## src/rtl/uart_pkg.sv

```systemverilog
// Shared UART definitions: state encoding, default bit timing and the
// Hamming(7,4) codeword bit positions used by transmitter and receiver.
package uart_pkg;

  // State encoding shared with the receiver; state_out exposes it directly.
  typedef enum logic [1:0] {
    IDLE  = 2'b00,
    START = 2'b01,
    DATA  = 2'b10,
    STOP  = 2'b11
  } uart_state_e;

  // Default bit time, matching the receiver's 8x oversampling.
  localparam int CLKS_PER_BIT_DEF = 8;

  // Codeword width and the position of every parity/data bit inside it.
  localparam int HAM_CW_W   = 7;
  localparam int HAM_P1_POS = 0;
  localparam int HAM_P2_POS = 1;
  localparam int HAM_D0_POS = 2;
  localparam int HAM_P4_POS = 3;
  localparam int HAM_D1_POS = 4;
  localparam int HAM_D2_POS = 5;
  localparam int HAM_D3_POS = 6;

endpackage

```

## src/rtl/hamming74_encoder.sv

```systemverilog
// Pure combinational Hamming(7,4) encoder: nibble d3..d0 in, codeword out.
module hamming74_encoder
  import uart_pkg::*;
(
  input  logic [3:0]          data_in,
  output logic [HAM_CW_W-1:0] cw
);

  // Place data bits and compute the three even-parity bits.
  always_comb begin
    cw             = 7'b000_0000;
    cw[HAM_P1_POS] = data_in[0] ^ data_in[1] ^ data_in[3];
    cw[HAM_P2_POS] = data_in[0] ^ data_in[2] ^ data_in[3];
    cw[HAM_D0_POS] = data_in[0];
    cw[HAM_P4_POS] = data_in[1] ^ data_in[2] ^ data_in[3];
    cw[HAM_D1_POS] = data_in[1];
    cw[HAM_D2_POS] = data_in[2];
    cw[HAM_D3_POS] = data_in[3];
  end

endmodule

```

## src/rtl/uart_hamming_transmitter.sv

```systemverilog
// UART transmitter for Hamming(7,4) codewords: start bit, 7 codeword bits
// LSB first, stop bit; each bit lasts CLKS_PER_BIT enabled clocks.
module uart_hamming_transmitter
  import uart_pkg::*;
#(
  parameter int CLKS_PER_BIT = CLKS_PER_BIT_DEF
) (
  input  logic       clk,
  input  logic       rst_n,
  input  logic       ena,
  input  logic [3:0] data_in,
  input  logic       valid_in,
  output logic       ready_out,
  output logic       tx,
  output logic       busy,
  output logic [1:0] state_out,
  output logic       done_out
);

  localparam int              CNT_W    = $clog2(CLKS_PER_BIT);
  localparam logic [CNT_W-1:0] CNT_LAST = CNT_W'(CLKS_PER_BIT - 1);
  localparam logic [CNT_W-1:0] CNT_ONE  = CNT_W'(1);
  localparam logic [2:0]      BIT_LAST = 3'd6;

  uart_state_e         state_r, state_s;
  logic [CNT_W-1:0]    cnt_r, cnt_s;
  logic [2:0]          bit_r, bit_s;
  logic [HAM_CW_W-1:0] shift_r, shift_s;
  logic [HAM_CW_W-1:0] cw_s;
  logic                tx_r, tx_s;
  logic                done_s;
  logic                bit_end_s;

  hamming74_encoder u_enc (
    .data_in (data_in),
    .cw      (cw_s)
  );

  // Next-state, counter, shift-register and next-tx logic.
  always_comb begin
    state_s   = state_r;
    cnt_s     = cnt_r;
    bit_s     = bit_r;
    shift_s   = shift_r;
    done_s    = 1'b0;
    bit_end_s = (cnt_r == CNT_LAST);
    case (state_r)
      IDLE: begin
        if (valid_in) begin
          state_s = START;
          shift_s = cw_s;
          cnt_s   = '0;
          bit_s   = 3'd0;
        end else begin
          state_s = IDLE;
        end
      end
      START: begin
        if (bit_end_s) begin
          cnt_s   = '0;
          state_s = DATA;
        end else begin
          cnt_s = cnt_r + CNT_ONE;
        end
      end
      DATA: begin
        if (bit_end_s) begin
          cnt_s   = '0;
          shift_s = {1'b0, shift_r[HAM_CW_W-1:1]};
          if (bit_r == BIT_LAST) begin
            state_s = STOP;
          end else begin
            bit_s = bit_r + 3'd1;
          end
        end else begin
          cnt_s = cnt_r + CNT_ONE;
        end
      end
      STOP: begin
        if (bit_end_s) begin
          cnt_s   = '0;
          done_s  = 1'b1;
          state_s = IDLE;
        end else begin
          cnt_s = cnt_r + CNT_ONE;
        end
      end
      default: begin
        state_s = IDLE;
        cnt_s   = '0;
        bit_s   = 3'd0;
        shift_s = '0;
      end
    endcase

    // tx is registered, so derive it from the state being entered.
    case (state_s)
      START:   tx_s = 1'b0;
      DATA:    tx_s = shift_s[0];
      default: tx_s = 1'b1;
    endcase
  end

  // State and datapath registers; everything holds while ena is low.
  always_ff @(posedge clk or negedge rst_n) begin
    if (!rst_n) begin
      state_r <= IDLE;
      cnt_r   <= '0;
      bit_r   <= 3'd0;
      shift_r <= '0;
      tx_r    <= 1'b1;
    end else if (ena) begin
      state_r <= state_s;
      cnt_r   <= cnt_s;
      bit_r   <= bit_s;
      shift_r <= shift_s;
      tx_r    <= tx_s;
    end
  end

  assign tx        = tx_r;
  assign ready_out = (state_r == IDLE);
  assign busy      = (state_r != IDLE);
  assign state_out = state_r;
  // The stop bit only ends on an enabled edge, so the pulse is gated by ena.
  assign done_out  = done_s & ena;

endmodule

```

## config.mk

```make
export PLATFORM = sky130hd
export DESIGN_NAME = uart_hamming_transmitter
export DESIGN_NICKNAME = d
export VERILOG_FILES = /design/src/rtl/uart_pkg.sv /design/src/rtl/hamming74_encoder.sv /design/src/rtl/uart_hamming_transmitter.sv
export SDC_FILE = /design/constraint.sdc
export NUM_CORES = 1
export LEC_CHECK = 0
export ABC_AREA = 1
export CORE_ASPECT_RATIO = 0.8
export CORE_UTILIZATION = 50
export CTS_CLUSTER_DIAMETER = 200
export DETAILED_ROUTE_END_ITERATION = 12
export GPL_TIMING_DRIVEN = 0
export PLACE_DENSITY = 0.72
export SYNTH_ARGS = -nofsm -noshare
export SYNTH_HDL_FRONTEND = slang
export SYNTH_HIERARCHICAL = 1
export SYNTH_SLANG_ARGS = --single-unit
```

## constraint.sdc

```tcl
create_clock -name clk -period 3.4 [get_ports clk]
set_input_delay 0.68 -clock clk [delete_from_list [all_inputs] [get_ports clk]]
set_output_delay 0.68 -clock clk [all_outputs]
set_load 0.1 [all_outputs]
```

==> results of run 1 <==
[cells by family (layout without fill, tap and decap cells)]
family	after synthesis	in the layout	share of synthesized area, %
flip-flops	16	16	37.8
buffers and inverters	24	39	11.5
adder cells (fa/ha/maj)	5	5	5.88
XOR/XNOR	1	1	0.824
AO/OA/AOI/OAI	24	24	13.4
AND/OR/NAND/NOR	75	75	30.6
[critical path: stages (launching register included)]
cell and delay [ns]:
dfrtp_1 0.38, ha_1 0.19, ha_1 0.23, nand2_1 0.11, nor3_2 0.12, clkdlybuf4s50_1 1.15
[metrics by stage]
stage | hold slack, ns | total power (W) | instance area, µm² | instances
floorplan | 0.384 | 0.000647 | 1070 | 145
global placement | 0.458 | 0.000738 | 1210 | 180
detailed placement | 0.459 | 0.000747 | 1210 | 180
CTS | 0.474 | 0.000856 | 1230 | 184
global route | 0.527 | 0.000913 | 1230 | 184
finish | 0.475 | 0.000849 | 1230 | 184
[area by class of cell]
class                   instances  area (µm²)
flip-flops and latches         16         402
clock buffers                   4        26.3
multi-input cells             105         544
fillers                       178         709
well taps                      24        30.0
plain buffers                   8        62.6
repair buffers                 11         110
inverters                      16        60.1
[sequential cells by signal, indices dropped and copies added, names as in the netlist]
register   cells
bit_r          3
cnt_r          3
shift_r        7
state_out      2
tx             1
[layer usage]
layer | up-vias | part of all wire (%) | GRT usage, %
met3 | 2 | 3.5 | 7.53
met5 | - | 0 | 0
met4 | 0 | 0.62 | 5.26
li1 | 498 | - | -
met1 | 427 | 54 | 32.2
met2 | 15 | 42 | 32.5
[path summary, 6_finish.rpt]
path                                 startpoint                       end  slack, ns  cells past startpoint
max                        cnt_r[0]$_DFFE_PN0P_                  done_out       0.25                      5
min                              tx$_DFFE_PN1P_            tx$_DFFE_PN1P_       0.47                      2
max reg2reg                cnt_r[0]$_DFFE_PN0P_    shift_r[2]$_DFFE_PN0P_       1.85                      7
min reg2reg                      tx$_DFFE_PN1P_            tx$_DFFE_PN1P_       0.47                      2
max in group asynchronous                 rst_n  state_out[1]$_DFFE_PN0P_       2.10                      1
min in group asynchronous                 rst_n      bit_r[2]$_DFFE_PN0P_       0.83                      1
[cells in the final DEF, fill, tap and decap left out]
| cell type | n |
|---|---|
| a21oi_1 | 2 |
| a21oi_4 | 1 |
| a31oi_1 | 2 |
| buf_2 | 2 |
| buf_4 | 4 |
| buf_6 | 2 |
| clkbuf_1 | 1 |
| clkbuf_4 | 3 |
| clkdlybuf4s50_1 | 11 |
| dfrtp_1 | 15 |
| dfstp_2 | 1 |
| ha_1 | 5 |
| inv_1 | 12 |
| inv_2 | 4 |
| nand2_1 | 45 |
| nand2_2 | 1 |
| nand3_1 | 19 |
| nand3_2 | 1 |
| nor2_1 | 6 |
| nor2_2 | 1 |
| nor2_4 | 1 |
| nor3_2 | 1 |
| o21ai_0 | 13 |
| o21ai_1 | 3 |
| o21ai_2 | 1 |
| o22ai_1 | 1 |
| o41ai_1 | 1 |
| xor2_1 | 1 |
[power by group]
group	internal, W	switching (W)
Clock	0.0000456	0.0000583
Combinational	0.000126	0.000308
Sequential	0.000262	0.0000485
Total	0.000434	0.000415
==> results.cfg, run 1 <==
[yosys]
syn_area_mm2 = 0.00106
synthTopCellsByArea = dfrtp_1, nand2_1, nand3_1, o21ai_0, ha_1
yosys.area.top_type = dfrtp_1
synth_common_cells = nand2_1, nand3_1, dfrtp_1, o21ai_0, inv_1
ys_types = 25
syn-instance-count = 145
seq_area_frac_synth_pct = 37.8
synth_top_area_share_pct = 35.3
synth_seq_cells = 16
synth.most_common_cell = nand2_1
avgSynthCellArea_um2 = 7.33
syn-num-nets = 158
async_flop_share_pct = 100
synth_flop_cell = dfrtp_1
yosys_warnings = 6
synth-edff-count = 0

[worst_setup_path]
crit_arrival_ns = 2.47
cp_max_fo = 4
start_kind = flop
cp-end-kind = output port
critPathRequiredTime_ns = 2.72
criticalPathCategory = flop to output port

[floorplan]
die_h_um = 43.3
die_x_um = 53.6
io_pins = 14
start_util_pct = 54.7
dieArea_mm2 = 0.00232
core_mm2 = 0.00194
rows = 14

[clocking]
cts_resized = 0
ctsHoldBuffers = 0
clk-insertion-delay-late_ns = 0.29
cts_tree = done
cts-root-buf = clkbuf_4
cts.sinks = 16
cts_setup_buffers = 0
cts_buffers = 3
clk_path_buf_depth = 2
clk_pin_slew_ns = 0.08
htreeDepth = 1

[grt]
grt-ovfl-total = 0
grt_usage_pct = 22.6
grt_pass1_vias = 893
grt_pass1_wl_um = 3750
grt_max_degree = 17
antenna_found_initial = 0

[drt]
dr_total_vias = 942
ant_nets = 0
wirelength_um = 2090
routedWlPerCell_um = 11.3
vias_per_cell = 5.12
first_pass_iters = 4
drc = 0
drt_iter0_drc = 23

[sta]
period_share_pct = 92.6
slew_headroom_pct = 35.3
setup_slack_ns = 0.251
post-route-min-period_ns = 3.15
drv_slew = 0
finalHoldViolCount = 0
fmax_mhz = 318
tightest_slew_ns = 0.968
setup_viol = 0
clock_skew_ns = 0.00394
grt_setup_unrepaired = no
fin_setup_tns_ns = 0

[power_and_ir_drop]
leakage_nw = 0.596
power_density_mw_per_mm2 = 687
peakVddDrop_mv = 0.463

[job]
cap_violations = 0

[placement]
dpl.hpwl_um = 1540
dpl_worst_slack_ns = 0.346
gp_congestion = 0.808
io_buffers = 11

[cells_and_area]
syn_to_final_growth_pct = 16.1
diodes = 0
num-nets-final = 174
final_core_util_pct = 63.5
layout-drive-gt1-share_pct = 14.4

[status]
status = completed

[worst_hold_path]
hp-class = flop to flop
Power figures use the tool's default switching activity.
==> run 2, diff against run 1 <==
--- a/config.mk
+++ b/config.mk
@@ -8,11 +8,11 @@
 export ABC_AREA = 1
 export CORE_ASPECT_RATIO = 0.8
 export CORE_UTILIZATION = 50
+export CTS_BUF_LIST = sky130_fd_sc_hd__clkbuf_4 sky130_fd_sc_hd__clkbuf_8
 export CTS_CLUSTER_DIAMETER = 200
 export DETAILED_ROUTE_END_ITERATION = 12
 export GPL_TIMING_DRIVEN = 0
-export PLACE_DENSITY = 0.72
+export PLACE_DENSITY = 0.82
 export SYNTH_ARGS = -nofsm -noshare
 export SYNTH_HDL_FRONTEND = slang
-export SYNTH_HIERARCHICAL = 1
 export SYNTH_SLANG_ARGS = --single-unit
==> results.cfg, run 2 <==
[yosys]
yosys.area.top_type = dfrtp_1
async_flop_share_pct = 100
synth_top_area_share_pct = 34.7
synth_seq_cells = 16
synth-simple-area-share_pct = 34.8
seq_area_frac_synth_pct = 37.1
yosys.area_share.adder_pct = 5.78
yosys_warnings = 0
avgSynthCellArea_um2 = 8.02
synth-xor-area-share_pct = 0
synth_compound_area_share_pct = 12.6
syn_area_mm2 = 0.00108
ys_types = 28
synth-edff-count = 0
synth_top_family_by_area = simple AND/OR/NAND/NOR gates
synth.most_common_cell = nand2_1
syn-num-nets = 148
synthMuxAreaShare_pct = 0
synth_flop_cell = dfrtp_1
syn-instance-count = 135
synthTopCellsByArea = dfrtp_1, nand2_1, inv_1, ha_1, o21ai_2
synth_common_cells = nand2_1, inv_1, dfrtp_1, nand3_1, nand2_2

[job]
cap_violations = 0

[floorplan]
dieArea_mm2 = 0.00236
io_pins = 14
die_h_um = 43.6
die_x_um = 54.0
rows = 14
core_mm2 = 0.00196
start_util_pct = 55.2

[drt]
routedWlPerCell_um = 11.5
vias_per_cell = 5.18
wirelength_um = 2030
met2_length_um = 958
ant_nets = 0
wl_met1_um = 971
drc = 0
routed-wl-met3_um = 83
drt_iter0_drc = 17
dr_total_vias = 912
top_layer = met4
first_pass_iters = 4

[clocking]
cts_buffers = 3
clk-insertion-delay-late_ns = 0.29
cts_resized = 1
cts-root-buf = clkbuf_4
cts_setup_buffers = 0
cts.sinks = 16
clk_pin_slew_ns = 0.09
htreeDepth = 1
cts_tree = done
clk_path_buf_depth = 2
ctsHoldBuffers = 0

[worst_setup_path]
crit_start = ena
cp-end-kind = output port
reg2reg_slack_ns = 1.82
cpMaxStageDelayCell = dlygate4sd2_1
crit_chain = clkdlybuf4s50_1, buf_2, inv_1, nor2_1, dlygate4sd2_1
crit_end = done_out
cp_max_fo = 10
crit_arrival_ns = 2.52
crit_cells = 5
critPathRequiredTime_ns = 2.72
worstReg2RegEnd = shift_r[5]$_DFFE_PN0P_
criticalPathCategory = input pin to output port
r2r_cells = 9
cp_top_family = buffers and inverters
r2r-start = cnt_r[0]$_DFFE_PN0P_
max_stage_delay_ns = 0.85
path_buf_inv = 4
start_kind = input pin

[grt]
grt-ovfl-total = 0
antenna_found_initial = 0
grt_max_degree = 17
grt_pass1_vias = 792
grt_pass1_wl_um = 3390
grt_usage_pct = 20.6

[cells_and_area]
final_core_util_pct = 64.8
regMostFlops = shift_r
num-nets-final = 166
final_cell_mix = nand2_1, inv_1, dfrtp_1, nand3_1, clkdlybuf4s50_1
layout_commonest_cell = nand2_1
reg.largest.list = shift_r: 7 flops, bit_r: 3 flops, cnt_r: 3 flops
largest_reg_flops = 7
fin_area_mm2 = 0.00127
diodes = 0
syn_to_final_growth_pct = 17.5
layout-drive-gt1-share_pct = 24.3

[power_and_ir_drop]
switching_share_pct = 51.2
peakVddDrop_mv = 0.835
power_frac_comb_pct = 57.8
power_frac_clock_pct = 11.4
p_seq_share_pct = 30.8
leakage_nw = 0.619
power_w = 0.000997
power_density_mw_per_mm2 = 784
p_int_w = 0.000486
switching_power_w = 0.000511

[placement]
placed_area_mm2 = 0.00124
gp_congestion = 0.788
io_buffers = 13
dpl.hpwl_um = 1620

[sta]
fin_setup_tns_ns = 0
fmax_mhz = 313
finalHoldViolCount = 0
setup_viol = 0
period_share_pct = 94.0
post-route-min-period_ns = 3.20
grt_setup_unrepaired = no
tightest_slew_ns = 0.965
clock_skew_ns = 0.00600
slew_headroom_pct = 35.5
drv_slew = 0

[worst_hold_path]
hp-class = flop to flop
min_path_cells = 2

[status]
status = completed
-- run 2: changes by cell type after synthesis, moves of 4 or more --
cell	change
o21ai_2	+6
nand3_1	-7
inv_1	+5
buf_4	-4
nand2_2	+8
nor2_1	-4
nand2_1	-9
o21ai_0	-10
-- run 2: worst min path at each step --
| stage | startpoint | slack [ns] | endpoint |
|---|---|---|---|
| after floorplan | rst_n | 0.38 | bit_r[0]$_DFFE_PN0P_ |
| after global placement | cnt_r[1]$_DFFE_PN0P_ | 0.46 | cnt_r[1]$_DFFE_PN0P_ |
| after detailed placement | tx$_DFFE_PN1P_ | 0.47 | tx$_DFFE_PN1P_ |
| after CTS | tx$_DFFE_PN1P_ | 0.49 | tx$_DFFE_PN1P_ |
| after global routing | tx$_DFFE_PN1P_ | 0.52 | tx$_DFFE_PN1P_ |
| final | tx$_DFFE_PN1P_ | 0.49 | tx$_DFFE_PN1P_ |
-- run 2: area by class of cell --
| class | instances | area [µm²] |
|---|---|---|
| Fill cell | 175 | 691 |
| Multi-Input combinational cell | 97 | 576 |
| Sequential cell | 16 | 402 |
| Timing Repair Buffer | 13 | 129 |
| Inverter | 19 | 73.8 |
| Buffer | 3 | 31.3 |
| Clock buffer | 4 | 30.0 |
| Tap cell | 24 | 30.0 |
-- run 2: routing by layer --
layer  global-route usage [%]  vias to the layer above
met5                        0                        -
met4                     6.15                        0
li1                         -                      478
met2                     33.6                       14
met3                     7.37                        2
met1                     25.4                      418
-- run 2: cells by family (layout without fill, tap and decap cells) --
kind of cell,Yosys count,count (layout)
adders and majority gates,5,5
DFF,16,16
buffers and inverters,22,39
AOI/OAI and AO/OA,20,20
and+or+nand+nor,72,72
-- run 2: worst register-to-register path: stages (launching register included) --
cell and delay [ns]:
dfrtp_1 0.41, ha_1 0.23, ha_1 0.27, nor2_2 0.14
nor2_2 0.06, nand3_4 0.07, inv_2 0.05, buf_8 0.14
nand2_2 0.07, o21ai_2 0.05
-- run 2: stage by stage --
step / setup slack (ns) / hold slack, ns / std cells
after floorplan: 0.168 / 0.384 / 135
after global placement: -0.0567 / 0.460 / 172
after detailed placement: -0.0980 / 0.473 / 172
after CTS: 0.188 / 0.487 / 176
after global routing: 0.104 / 0.519 / 176
final: 0.203 / 0.486 / 176
-- run 2: power by group through the flow --
stage	clock (W)	sequential [W]	combinational [W]
floorplan	0	0.000415	0.000353
global placement	0	0.000307	0.000568
detailed placement	0	0.000311	0.000579
CTS	0.000120	0.000307	0.000581
global route	0.000126	0.000317	0.000622
finish	0.000114	0.000307	0.000576
==> run 3, diff against run 2 <==
--- a/config.mk
+++ b/config.mk
@@ -16,3 +16,4 @@
 export SYNTH_ARGS = -nofsm -noshare
 export SYNTH_HDL_FRONTEND = slang
 export SYNTH_SLANG_ARGS = --single-unit
+export TNS_END_PERCENT = 5
==> results of run 3 <==
The final DEF is identical to that of run 2; final timing and power are the same.
